===== config.mk =====
export PLATFORM = sky130hd
export DESIGN_NAME = cpu_control_fsm
export DESIGN_NICKNAME = d
export VERILOG_FILES = /design/src/rtl/cpu_control_fsm.sv
export SDC_FILE = /design/constraint.sdc
export NUM_CORES = 1
export LEC_CHECK = 0
export ABC_CLOCK_PERIOD_IN_PS = 4300
export CELL_PAD_IN_SITES_DETAIL_PLACEMENT = 1
export CELL_PAD_IN_SITES_GLOBAL_PLACEMENT = 1
export CORE_MARGIN = 3
export CORE_UTILIZATION = 29
export DETAILED_ROUTE_END_ITERATION = 6
export PLACE_DENSITY_LB_ADDON = 0.1
export SETUP_SLACK_MARGIN = 0.2
export SLEW_MARGIN = 20
export SYNTH_ARGS = -nofsm -noshare
export SYNTH_HDL_FRONTEND = slang
export SYNTH_SLANG_ARGS = --single-unit

===== constraint.sdc =====
create_clock -name clk -period 4.3 [get_ports clk]
set_clock_uncertainty 0.15 [all_clocks]
set_input_delay 1.29 -clock clk [delete_from_list [all_inputs] [get_ports clk]]
set_output_delay 1.29 -clock clk [all_outputs]
set_load 0.01 [all_outputs]

===== src/rtl/cpu_control_fsm.sv =====
// Multi-cycle control unit for the 16-bit CPU: fetch/decode/execute/writeback
// sequencing, instruction register, flag register and all datapath controls.
module cpu_control_fsm (
    input  logic        clk,
    input  logic        reset,
    input  logic [15:0] instr,
    input  logic [4:0]  alu_flags,
    output logic [15:0] opcode,
    output logic [3:0]  mux_a_sel,
    output logic [3:0]  mux_b_sel,
    output logic        alu_sel,
    output logic        pc_sel,
    output logic        w_en_a,
    output logic [15:0] reg_en,
    output logic        flag_en,
    output logic        pc_en,
    output logic        pc_ld,
    output logic [4:0]  flags_q,
    output logic [1:0]  state_dbg
);

    // Handshake-free block: instr is sampled in DECODE, one cycle after FETCH
    // presents the PC address; alu_flags is sampled on the EXEC edge of ALU ops.

    typedef enum logic [1:0] {
        FETCH  = 2'd0,
        DECODE = 2'd1,
        EXEC   = 2'd2,
        LDWB   = 2'd3
    } state_t;

    state_t      state, state_next;
    logic [15:0] ir;

    logic [3:0] op, rd, ext, rs;
    logic       is_alu, is_cmp, is_load, is_stor, is_jcond;
    logic       cond;

    assign op  = ir[15:12];
    assign rd  = ir[11:8];
    assign ext = ir[7:4];
    assign rs  = ir[3:0];

    assign opcode    = ir;
    assign state_dbg = state;

    always_comb begin
        is_alu   = 1'b0;
        is_cmp   = 1'b0;
        is_load  = 1'b0;
        is_stor  = 1'b0;
        is_jcond = 1'b0;
        case (op)
            4'b0000: begin
                is_alu = (ext != 4'b0100) && (ext != 4'b1100);
                is_cmp = (ext == 4'b1011);
            end
            4'b0001, 4'b0010, 4'b0011, 4'b0101,
            4'b1001, 4'b1101, 4'b1111: is_alu = 1'b1;
            4'b1011: begin
                is_alu = 1'b1;
                is_cmp = 1'b1;
            end
            4'b0100: begin
                is_load  = (ext == 4'b0000);
                is_stor  = (ext == 4'b0100);
                is_jcond = (ext == 4'b1100);
            end
            default: ;
        endcase
    end

    // Flag layout {C,L,F,Z,N}: C = [4], Z = [1], N = [0].
    always_comb begin
        cond = 1'b0;
        case (rd)
            4'b0000: cond = flags_q[1];
            4'b0001: cond = !flags_q[1];
            4'b0010: cond = flags_q[4];
            4'b0011: cond = !flags_q[4];
            4'b0110: cond = flags_q[0];
            4'b0111: cond = !flags_q[0];
            4'b1100: cond = !flags_q[0] && !flags_q[1];
            4'b1101: cond = flags_q[0] || flags_q[1];
            4'b1110: cond = 1'b1;
            default: cond = 1'b0;
        endcase
    end

    always_ff @(posedge clk) begin
        if (reset) begin
            state   <= FETCH;
            ir      <= 16'h0000;
            flags_q <= 5'b00000;
        end else begin
            state <= state_next;
            if (state == DECODE)
                ir <= instr;
            if (state == EXEC && is_alu)
                flags_q <= alu_flags;
        end
    end

    always_comb begin
        state_next = FETCH;
        mux_a_sel  = 4'h0;
        mux_b_sel  = 4'h0;
        alu_sel    = 1'b1;
        pc_sel     = 1'b1;
        w_en_a     = 1'b0;
        reg_en     = 16'h0000;
        flag_en    = 1'b0;
        pc_en      = 1'b0;
        pc_ld      = 1'b0;
        // Reset forces the FETCH output pattern so an aborted instruction
        // cannot write memory, the register file or the PC on that edge.
        if (!reset) begin
            case (state)
                FETCH:  state_next = DECODE;
                DECODE: state_next = EXEC;
                EXEC: begin
                    state_next = FETCH;
                    if (is_alu) begin
                        mux_a_sel = rd;
                        mux_b_sel = rs;
                        reg_en    = is_cmp ? 16'h0000 : (16'h0001 << rd);
                        flag_en   = 1'b1;
                        pc_en     = 1'b1;
                    end else if (is_load) begin
                        pc_sel     = 1'b0;
                        mux_a_sel  = rs;
                        state_next = LDWB;
                    end else if (is_stor) begin
                        pc_sel    = 1'b0;
                        mux_a_sel = rs;
                        mux_b_sel = rd;
                        w_en_a    = 1'b1;
                        pc_en     = 1'b1;
                    end else if (is_jcond) begin
                        mux_a_sel = rs;
                        pc_en     = 1'b1;
                        pc_ld     = cond;
                    end else begin
                        pc_en = 1'b1;
                    end
                end
                LDWB: begin
                    state_next = FETCH;
                    pc_sel     = 1'b0;
                    mux_a_sel  = rs;
                    alu_sel    = 1'b0;
                    reg_en     = 16'h0001 << rd;
                    pc_en      = 1'b1;
                end
                default: state_next = FETCH;
            endcase
        end
    end

endmodule


* Word-level counts from Yosys, hierarchy flattened
Index checks and enable logic that the tools add are counted.
** Cells by class
- Shift-type cells :: 1
- Multiplexer cells :: 49
- Reductions and logical operators :: 12
- Equality and inequality tests :: 25
** Operators with widths (count)
- 16-bit two-way mux :: 3
- 4-bit two-way mux :: 10
- 4-bit == test (second input constant) :: 9
- 16-bit one-hot mux with 2 select lines :: 1
- 1-bit two-way mux :: 26
- 4-bit by 3-bit == test with 1-bit output (second input constant) :: 5
- 4-bit by 2-bit == test with 1-bit output (second input constant) :: 4
- 1-bit by 4-bit left shift with 16-bit output (first input constant) :: 1
- 4-bit zero test :: 3
- 1-bit one-hot mux with 9 select lines :: 1
- 4-bit by 1-bit == test with 1-bit output (second input constant) :: 2
- 1-bit one-hot mux with 2 select lines :: 4
- 2-bit one-hot mux with 4 select lines :: 1
- 4-bit one-hot mux with 2 select lines :: 1
- 8-bit OR reduction :: 1
- 2-bit == test (second input constant) :: 2
- 2-bit two-way mux :: 2
- 4-bit by 3-bit inequality test with 1-bit output (second input constant) :: 1
- 4-bit inequality test (second input constant) :: 1
- 1-bit logical AND :: 3
- 1-bit zero test :: 3
- 2-bit by 1-bit == test with 1-bit output (second input constant) :: 1
- 2-bit zero test :: 1
- 1-bit logical OR :: 1
** Storage, ports and cells
- Bits of input ports :: 23
- Output and inout port bits :: 53
- Register bits after elaboration :: 23
- Logic and storage cells :: 90

* Longest topological paths before layout
Gate-level depths: netlist (run 1).
- Word-level depth :: 9
- Mapped depth :: 6
- Gate-level depth less buffers :: 4

* Worst setup path before layout (run 1)
No wires, ideal clock.
- Path kind :: input -> output
- Start point :: input reset
- End point :: output mux_b_sel[3]
- Data required time :: 2860 ps
- Arrival time :: 2300 ps
- Cell stages on the path :: 4
- Path slack :: 560 ps
- Path buffers :: 1
- Path through :: nand2b_1 -> buf_1 -> nor3_2 -> o22a_1
** On the way
- Cells in the longest elaborated chain, start to end :: 1
** RTL lines
- start: declaration :: line 5 : input logic reset,
- 4-bit two-way mux :: line 117 : if (!reset) begin
- end: declaration :: line 10 : output logic [3:0] mux_b_sel,
Every way passes these cells.

* Worst setup path in the final report (run 1)
- Start point :: input reset
- End point :: output flag_en
** On the way
- Cells in the longest elaborated chain, start to end :: 1
** RTL lines
- 1-bit two-way mux :: line 117
- end: declaration :: line 15 : output logic flag_en,
Every way passes these cells.

==> flow_summary.ini, run 1 <==
[synth]
yosys.area.top_type = dfxtp_1
synthesis.nets = 205
ys.warnings.count = 0
synth-seq-cells = 23
synth_edf_count = 0
syn_area_per_cell_um2 = 7.80
yosysTopAreaCellShare_pct = 32.5
synthFlopType = dfxtp_1
yosysSeqAreaShare_pct = 32.5
synthCells = 182
yosysUniqueCellTypes = 45
async_flop_share_pct = 0
netlist_area_mm2 = 0.00142
yosys-top-cells-area = dfxtp_1 (32%), nand2_1 (9.8%), nand2b_1 (7.5%)

[final_layout]
regArea_um2 = 460
multi_input_area_um2 = 933
areaGrowthSynthToFinish_pct = 64.2
antenna_cells = 0
nFillCells = 568
final_nets = 287
finalNonFillerCells = 328
layout-drive-gt1-share_pct = 16.7

[setup_path]
crit_path_start_kind = input port
crit_path_max_fanout = 6
worst-setup-path-type = input port to output port
critPathArrivalTime_ns = 2.61
critPathRequiredTime_ns = 2.86
crit_path_end_kind = output port

[timing]
hold_viol_final = 0
finalCritPeriodShare_pct = 94.3
fmax_mhz = 247
slew_headroom_pct = 54.1
tightest_slew_ns = 0.687
rsz0062_at_grt = yes
final.min_clock_period_ns = 4.05
finalSetupViolCount = 0
fin_ws_ns = 0.247
finalSetupTns_ns = 0
drv_slew = 0

[detailed_routing]
drc_errors = 0
dr.pass1.iters = 4
wl_um = 4900
ant_nets = 0
via_per_inst = 5.04
vias = 1653
drt_iter0_markers = 37
wl_per_cell_um = 14.9

[floorplan]
core_mm2 = 0.00453
die-area_mm2 = 0.00577
die_y_um = 75.9
pin_count = 76
start_util_pct = 31.3
core.rowCount = 24
die_x_um = 75.9

[outcome]
status = finished clean

[power_and_ir_drop]
p_leak_nw = 0.896
peakVddDrop_uv = 115
p_per_area_mw_per_mm2 = 236
fin_total_pwr_mw = 0.549

[cts]
numCtsBuffers = 3
clkSinkCount = 23
clock_latency_ns = 0.27
cts.clk_slew.worst_paths_ns = 0.09
clock_path_buffers = 2
cts_max_level = 1
cts_hold_buf = 0
cts-root-buf = clkbuf_8
cts_tree = done

[global_routing]
grt_max_degree = 25
grt_pass1_wl_um = 8020
antenna_found_initial = 0
grt.total_usage_pct = 16.7
grt_overflow = 0
grt_pass1_vias = 1641

[job]
drv_cap = 0

[placed_design]
port_buffers = 75
place_congestion = 0.760
post-place-ws_ns = -0.339
place_hpwl_um = 3650
numPlacedInstances = 318

[hold_path]
hold_path.class = flop to flop
==> per-stage QoR <==
stage | utilization [%] | hold slack, ns | cell area (um^2)
2_1_floorplan | - | 0.343 | 1420
3_3_place_gp | 49.9 | 0.314 | 2260
3_5_place_dp | 49.9 | 0.321 | 2260
4_1_cts | 51.2 | 0.337 | 2320
5_1_grt | 51.4 | 0.361 | 2330
6_report | 51.4 | 0.331 | 2330
==> what timing repair did <==
action / 4_1_cts / 5_1_grt
pin swaps: 0 / 2
resized for setup: 33 / 29
setup endpoints to repair: 30 / 21
cloned: 0 / 0
setup buffers: 3 / 3
==> sequential cells by signal (all words and copies together) (netlist names) <==
signal     count
flags_q        5
opcode        16
state_dbg      2
==> path summary, 6_finish.rpt <==
kind	startpoint	to	slack, ns	cells after the start
min reg2reg	flags_q[2]	flags_q[2]	0.33	2
max	reset	flag_en	0.25	5
max reg2reg	opcode[6]	flags_q[0]	2.28	4
min	flags_q[2]	flags_q[2]	0.33	2
==> Yosys cell counts (2+ instances only) <==
master and number:
nand2_1 37, dfxtp_1 23, a21oi_1 17, nand2b_1 17, nor3_1 11, clkbuf_1 10
a22o_1 7, mux2i_1 6, nor4_1 5, nand3_1 4, o21ai_0 4, and2_1 2
inv_1 2, nor2_1 2, nor2b_1 2, nor3_2 2, or2_2 2, or3_1 2
==> routing by layer <==
layer  vias up  part of all wire (%)  global-route usage (%)
met1       784                    48                    21.6
li1        814                     -                       -
met2        53                    45                    27.7
met4         0                  0.80                    4.89
met5         -                     0                       0
met3         2                   5.9                    3.79
==> report_power, final <==
group          switching, mW  leakage, nW  internal (mW)
logic                 0.0722        0.686         0.0787
clock network         0.0760       0.0217         0.0657
registers             0.0292        0.188          0.227
total                  0.177        0.896          0.371
==> cells by family (layout without fill, tap and decap cells) <==
group / after synthesis / in the layout / synth area share (%)
compound gates: 38 / 38 / 18.7
xor+xnor: 1 / 1 / 0.617
buf+inv: 15 / 96 / 4.59
flops: 23 / 23 / 32.5
mux: 6 / 6 / 4.23
simple gates: 99 / 99 / 39.4
==> cell type report <==
cell class / instances / area share [%]
clock buffers: 3 / 1.77
clock inverters: 1 / 0.322
inverters: 2 / 0.322
multi-input cells: 144 / 40.1
flip-flops and latches: 23 / 19.8
well taps: 65 / 3.49
repair buffers: 90 / 34.3
==> placed cells by master, fill, tap and decap left out, drive strengths merged, types with 2 or more instances in the layout <==
cell type / count
clkdlybuf4s50: 45
nor3: 13
mux2i: 6
nand2b: 17
buf: 15
o21ai: 4
clkbuf: 13
a21oi: 17
inv: 2
nor2b: 2
or3: 2
clkdlybuf4s15: 5
nand2: 37
nor3b: 2
nand3: 4
dlygate4sd2: 14
dfxtp: 23
and2: 2
a22o: 7
or2: 2
nor2: 2
nor4: 7
==> worst max-delay path, cell delays in order <==
cell,delay [ns]
dlygate4sd2_1,0.29
nand2b_4,0.19
nor3_2,0.17
buf_4,0.15
clkdlybuf4s50_1,0.53
Note: power is estimated with default switching activity, not from simulation.
==> inputs of run 2 (changes only) <==
--- a/config.mk
+++ b/config.mk
@@ -11,7 +11,7 @@
 export CORE_MARGIN = 3
 export CORE_UTILIZATION = 29
 export DETAILED_ROUTE_END_ITERATION = 6
-export PLACE_DENSITY_LB_ADDON = 0.1
+export PLACE_DENSITY = 0.86
 export SETUP_SLACK_MARGIN = 0.2
 export SLEW_MARGIN = 20
 export SYNTH_ARGS = -nofsm -noshare
==> run 2 against run 1 <==
Register-to-register slack is essentially flat. Sequential share of layout area shrank 0.35 points. Cell count shrank 0.61%. Via count grew 1.5%. Worst hold slack lost 0.0013 ns. Utilization grew 0.94 points. Design area grew 1.8%. Clock power shrank 4%. Largest cell class unchanged.
==> flow_summary.ini, run 2 (synthesized netlist as in run 1, its figures left out) <==
[outcome]
status = finished clean

[job]
drv_cap = 0

[detailed_routing]
drt_iter0_markers = 47
via_per_inst = 5.14
wl_um = 5190
wl_per_cell_um = 15.9
drc_errors = 0
dr.pass1.iters = 4
ant_nets = 0
vias = 1677

[placed_design]
place_congestion = 0.740
port_buffers = 75
place_area_mm2 = 0.00227
place_hpwl_um = 3740

[timing]
finalSetupViolCount = 0
rsz0062_at_grt = yes
drv_slew = 0
final.min_clock_period_ns = 4.13
hold_viol_final = 0
tightest_slew_ns = 0.668
finalCritPeriodShare_pct = 96.0
fmax_mhz = 242
slew_headroom_pct = 55.5
finalSetupTns_ns = 0

[cts]
cts-root-buf = clkbuf_8
clock_path_buffers = 2
clock_latency_ns = 0.27
cts_max_level = 1
cts.clk_slew.worst_paths_ns = 0.08
numCtsBuffers = 3
cts_hold_buf = 0
clkSinkCount = 23
cts_tree = done

[final_layout]
fin_area_mm2 = 0.00237
layout_common_cells = clkdlybuf4s50_1 (48), nand2_1 (37), dfxtp_1 (23), dlygate4sd2_1 (18)
antenna_cells = 0
final_nets = 285
nFillCells = 554
largest_reg_flops = 16
final_common_cell = clkdlybuf4s50_1
areaGrowthSynthToFinish_pct = 67.2
regArea_um2 = 460
multi_input_area_um2 = 947
layout-drive-gt1-share_pct = 15.3

[global_routing]
grt.total_usage_pct = 17.3
grt_pass1_vias = 1684
grt_max_degree = 18
grt_overflow = 0
grt_pass1_wl_um = 8330
antenna_found_initial = 0

[setup_path]
worst-setup-path-type = input port to output port
critPathArrivalTime_ns = 2.69
critPathRequiredTime_ns = 2.86
crit_path_start_kind = input port
crit_path_end_kind = output port
crit_path_max_fanout = 4

[floorplan]
die_x_um = 75.9
die_y_um = 75.9
pin_count = 76
start_util_pct = 31.3
die-area_mm2 = 0.00577
core_mm2 = 0.00453
core.rowCount = 24

[power_and_ir_drop]
p_comb_share_pct = 28.1
p_per_area_mw_per_mm2 = 231
p_seq_share_pct = 47.0
power_frac_clock_pct = 24.9
internal_power_mw = 0.371
power.share.switching_pct = 32.2
p_leak_nw = 0.908
power_switching_mw = 0.176
peakVddDrop_uv = 157

[hold_path]
hold_path.class = flop to flop
-- run 2: worst paths after layout --
kind | startpoint | to | slack, ns | cells past startpoint
worst max-delay path | reset | w_en_a | 0.17 | 5
worst min-delay path | flags_q[3] | flags_q[3] | 0.33 | 2
worst max register to register | opcode[14] | state_dbg[0] | 2.28 | 4
worst min register to register | flags_q[3] | flags_q[3] | 0.33 | 2
-- run 2: cell type report --
class | count | area share [%]
clock inverters | 1 | 0.211
clock buffers | 3 | 1.74
repair buffers | 88 | 35.0
multi-input cells | 144 | 39.9
well taps | 65 | 3.43
inverters | 2 | 0.316
flip-flops and latches | 23 | 19.4
-- run 2: power by group through the flow --
stage | Clock (mW) | Sequential [mW] | Combinational, mW
final | 0.136 | 0.257 | 0.154
after global routing | 0.151 | 0.261 | 0.167
after CTS | 0.141 | 0.257 | 0.155
after detailed placement | 0 | 0.260 | 0.151
after global placement | 0 | 0.259 | 0.147
after floorplan | 0 | 0.253 | 0.0821
-- run 2: stage by stage --
step           cells  total power, mW  hold slack, ns  util (%)  setup slack, ns
2_1_floorplan    182            0.335           0.343         -            0.560
3_3_place_gp     319            0.407           0.310      50.0           -0.241
3_5_place_dp     319            0.411           0.318      50.0           -0.320
4_1_cts          326            0.553           0.338      52.2            0.165
5_1_grt          326            0.580           0.365      52.3            0.116
6_report         326            0.548           0.330      52.3            0.171
-- run 2: layer usage --
metal	up-vias	track usage [%]	wire [um]
met5	-	0	0
met4	0	4.53	61
met3	6	4.03	308
met2	48	31.0	2540
met1	815	20.7	2280
li1	808	-	-
-- run 2: timing repair --
item                                    in CTS  in global routing
endpoints found under the setup margin      30                  5
setup buffers                                3                  0
gates resized for setup                     45                  5
-- run 2: worst max-delay path, stage by stage --
cell	delay [ns]
dlygate4sd2_1	0.27
nand4bb_4	0.26
nor4_4	0.18
buf_4	0.17
clkdlybuf4s50_1	0.53
==> inputs of run 3 (changes only) <==
--- a/config.mk
+++ b/config.mk
@@ -12,6 +12,7 @@
 export CORE_UTILIZATION = 29
 export DETAILED_ROUTE_END_ITERATION = 6
 export PLACE_DENSITY = 0.86
+export RECOVER_POWER = 50
 export SETUP_SLACK_MARGIN = 0.2
 export SLEW_MARGIN = 20
 export SYNTH_ARGS = -nofsm -noshare
==> run 3 against run 2 <==
Total power decreased by 0.82%. Combinational power decreased by 3%. Via count decreased by 0.54%. Clock power about the same. Critical path type unchanged.
==> flow_summary.ini, run 3 (synthesized netlist as in run 1, its figures left out) <==
[outcome]
status = finished clean

[setup_path]
crit_path_start = reset
path_buf_inv = 3
reg2reg_depth = 4
critPathTopFamily = buffers and inverters
crit_path_end_kind = output port
crit_path_max_incr_delay_ns = 0.53
worstPathCellList = dlygate4sd2_1 > nand4bb_4 > nor4_4 > buf_4 > clkdlybuf4s50_1
cp.depth = 5
critPathArrivalTime_ns = 2.69
r2r_end = flags_q[1]
critPathRequiredTime_ns = 2.86
timing.rr.start = opcode[13]
crit_path_max_fanout = 4
r2r_slack_ns = 1.99
crit_path_start_kind = input port
worst-setup-path-type = input port to output port
endpoint = w_en_a
slowest_stage = clkdlybuf4s50_1

[final_layout]
nFillCells = 555
fin_util_pct = 52.2
antenna_cells = 0
finalNonFillerCells = 326
fin_area_mm2 = 0.00236
largest_reg_flops = 16
final_nets = 285
final_common_cell = nand2_1
areaGrowthSynthToFinish_pct = 66.7
layout_common_cells = nand2_1 (37), clkdlybuf4s50_1 (33), dfxtp_1 (23), dlygate4sd2_1 (18)
layout-drive-gt1-share_pct = 14.6

[hold_path]
holdPathStages = 2
hold_path.class = flop to flop

[placed_design]
place_hpwl_um = 3740
numPlacedInstances = 319
port_buffers = 75
place_area_mm2 = 0.00227
post-place-ws_ns = -0.320
place_congestion = 0.740

[timing]
rsz0062_at_grt = yes
finalCritPeriodShare_pct = 96.0
fin_ws_ns = 0.173
finalSetupTns_ns = 0
hold_viol_final = 0
fmax_mhz = 242
finalSetupViolCount = 0
drv_slew = 0
worst_hold_slack_ns = 0.327
final.min_clock_period_ns = 4.13
slew_headroom_pct = 31.2
tightest_slew_ns = 1.03

[floorplan]
die_y_um = 75.9
core_mm2 = 0.00453
pin_count = 76
core.rowCount = 24
die_x_um = 75.9
die-area_mm2 = 0.00577
start_util_pct = 31.3

[detailed_routing]
wl_um = 5190
vias = 1668
drc_errors = 0
wl_per_cell_um = 15.9
drt_iter0_markers = 35
dr.pass1.iters = 4
ant_nets = 0
via_per_inst = 5.12

[global_routing]
grt_max_degree = 18
grt_overflow = 0
antenna_found_initial = 0
grt_pass1_vias = 1684
grt.total_usage_pct = 17.3
grt_pass1_wl_um = 8330

[job]
drv_cap = 0

[power_and_ir_drop]
fin_total_pwr_mw = 0.543
p_per_area_mw_per_mm2 = 230
peakVddDrop_uv = 155
p_leak_nw = 0.952

[cts]
cts.clk_slew.worst_paths_ns = 0.08
cts_hold_buf = 0
clock_path_buffers = 2
numCtsBuffers = 3
cts_tree = done
clkSinkCount = 23
cts_max_level = 1
cts-root-buf = clkbuf_8
clock_latency_ns = 0.27
-- run 3: how the worst min path moves through the flow --
stage	startpoint	end	slack, ns
floorplan	flags_q[2]	flags_q[2]	0.34
global placement	flags_q[2]	flags_q[2]	0.31
detailed placement	flags_q[3]	flags_q[3]	0.32
CTS	flags_q[3]	flags_q[3]	0.34
global route	flags_q[3]	flags_q[3]	0.36
finish	flags_q[3]	flags_q[3]	0.33
-- run 3: routing by layer --
layer  track usage, %  up-vias  part of all wire (%)
li1                 -      807                     -
met1             20.7      804                    44
met2             31.0       52                    49
met3             4.03        5                   6.0
met4             4.53        0                  0.69
met5                0        -                     0
-- run 3: cell type report --
class	count	area [um^2]	area share, %
clock buffers	3	41.3	1.75
inverters	2	7.51	0.317
multi-input cells	144	940	39.7
clock inverters	1	5.00	0.212
flip-flops and latches	23	460	19.5
repair buffers	88	830	35.1
well taps	65	81.3	3.44
-- run 3: worst min-delay path: stages (launching register included) --
cell and delay, ns:
dfxtp_1 0.32, nand2b_1 0.06, mux2i_1 0.05
-- run 3: report_power, final --
part / switching, mW / internal (mW)
registers: 0.0300 / 0.227
clock network: 0.0714 / 0.0647
logic: 0.0739 / 0.0765
total: 0.175 / 0.368
-- run 3: what timing repair did --
item	in CTS	in global routing
pin swaps	0	0
buffers inserted	3	0
gates resized for setup	45	5
endpoints found under the setup margin	30	5
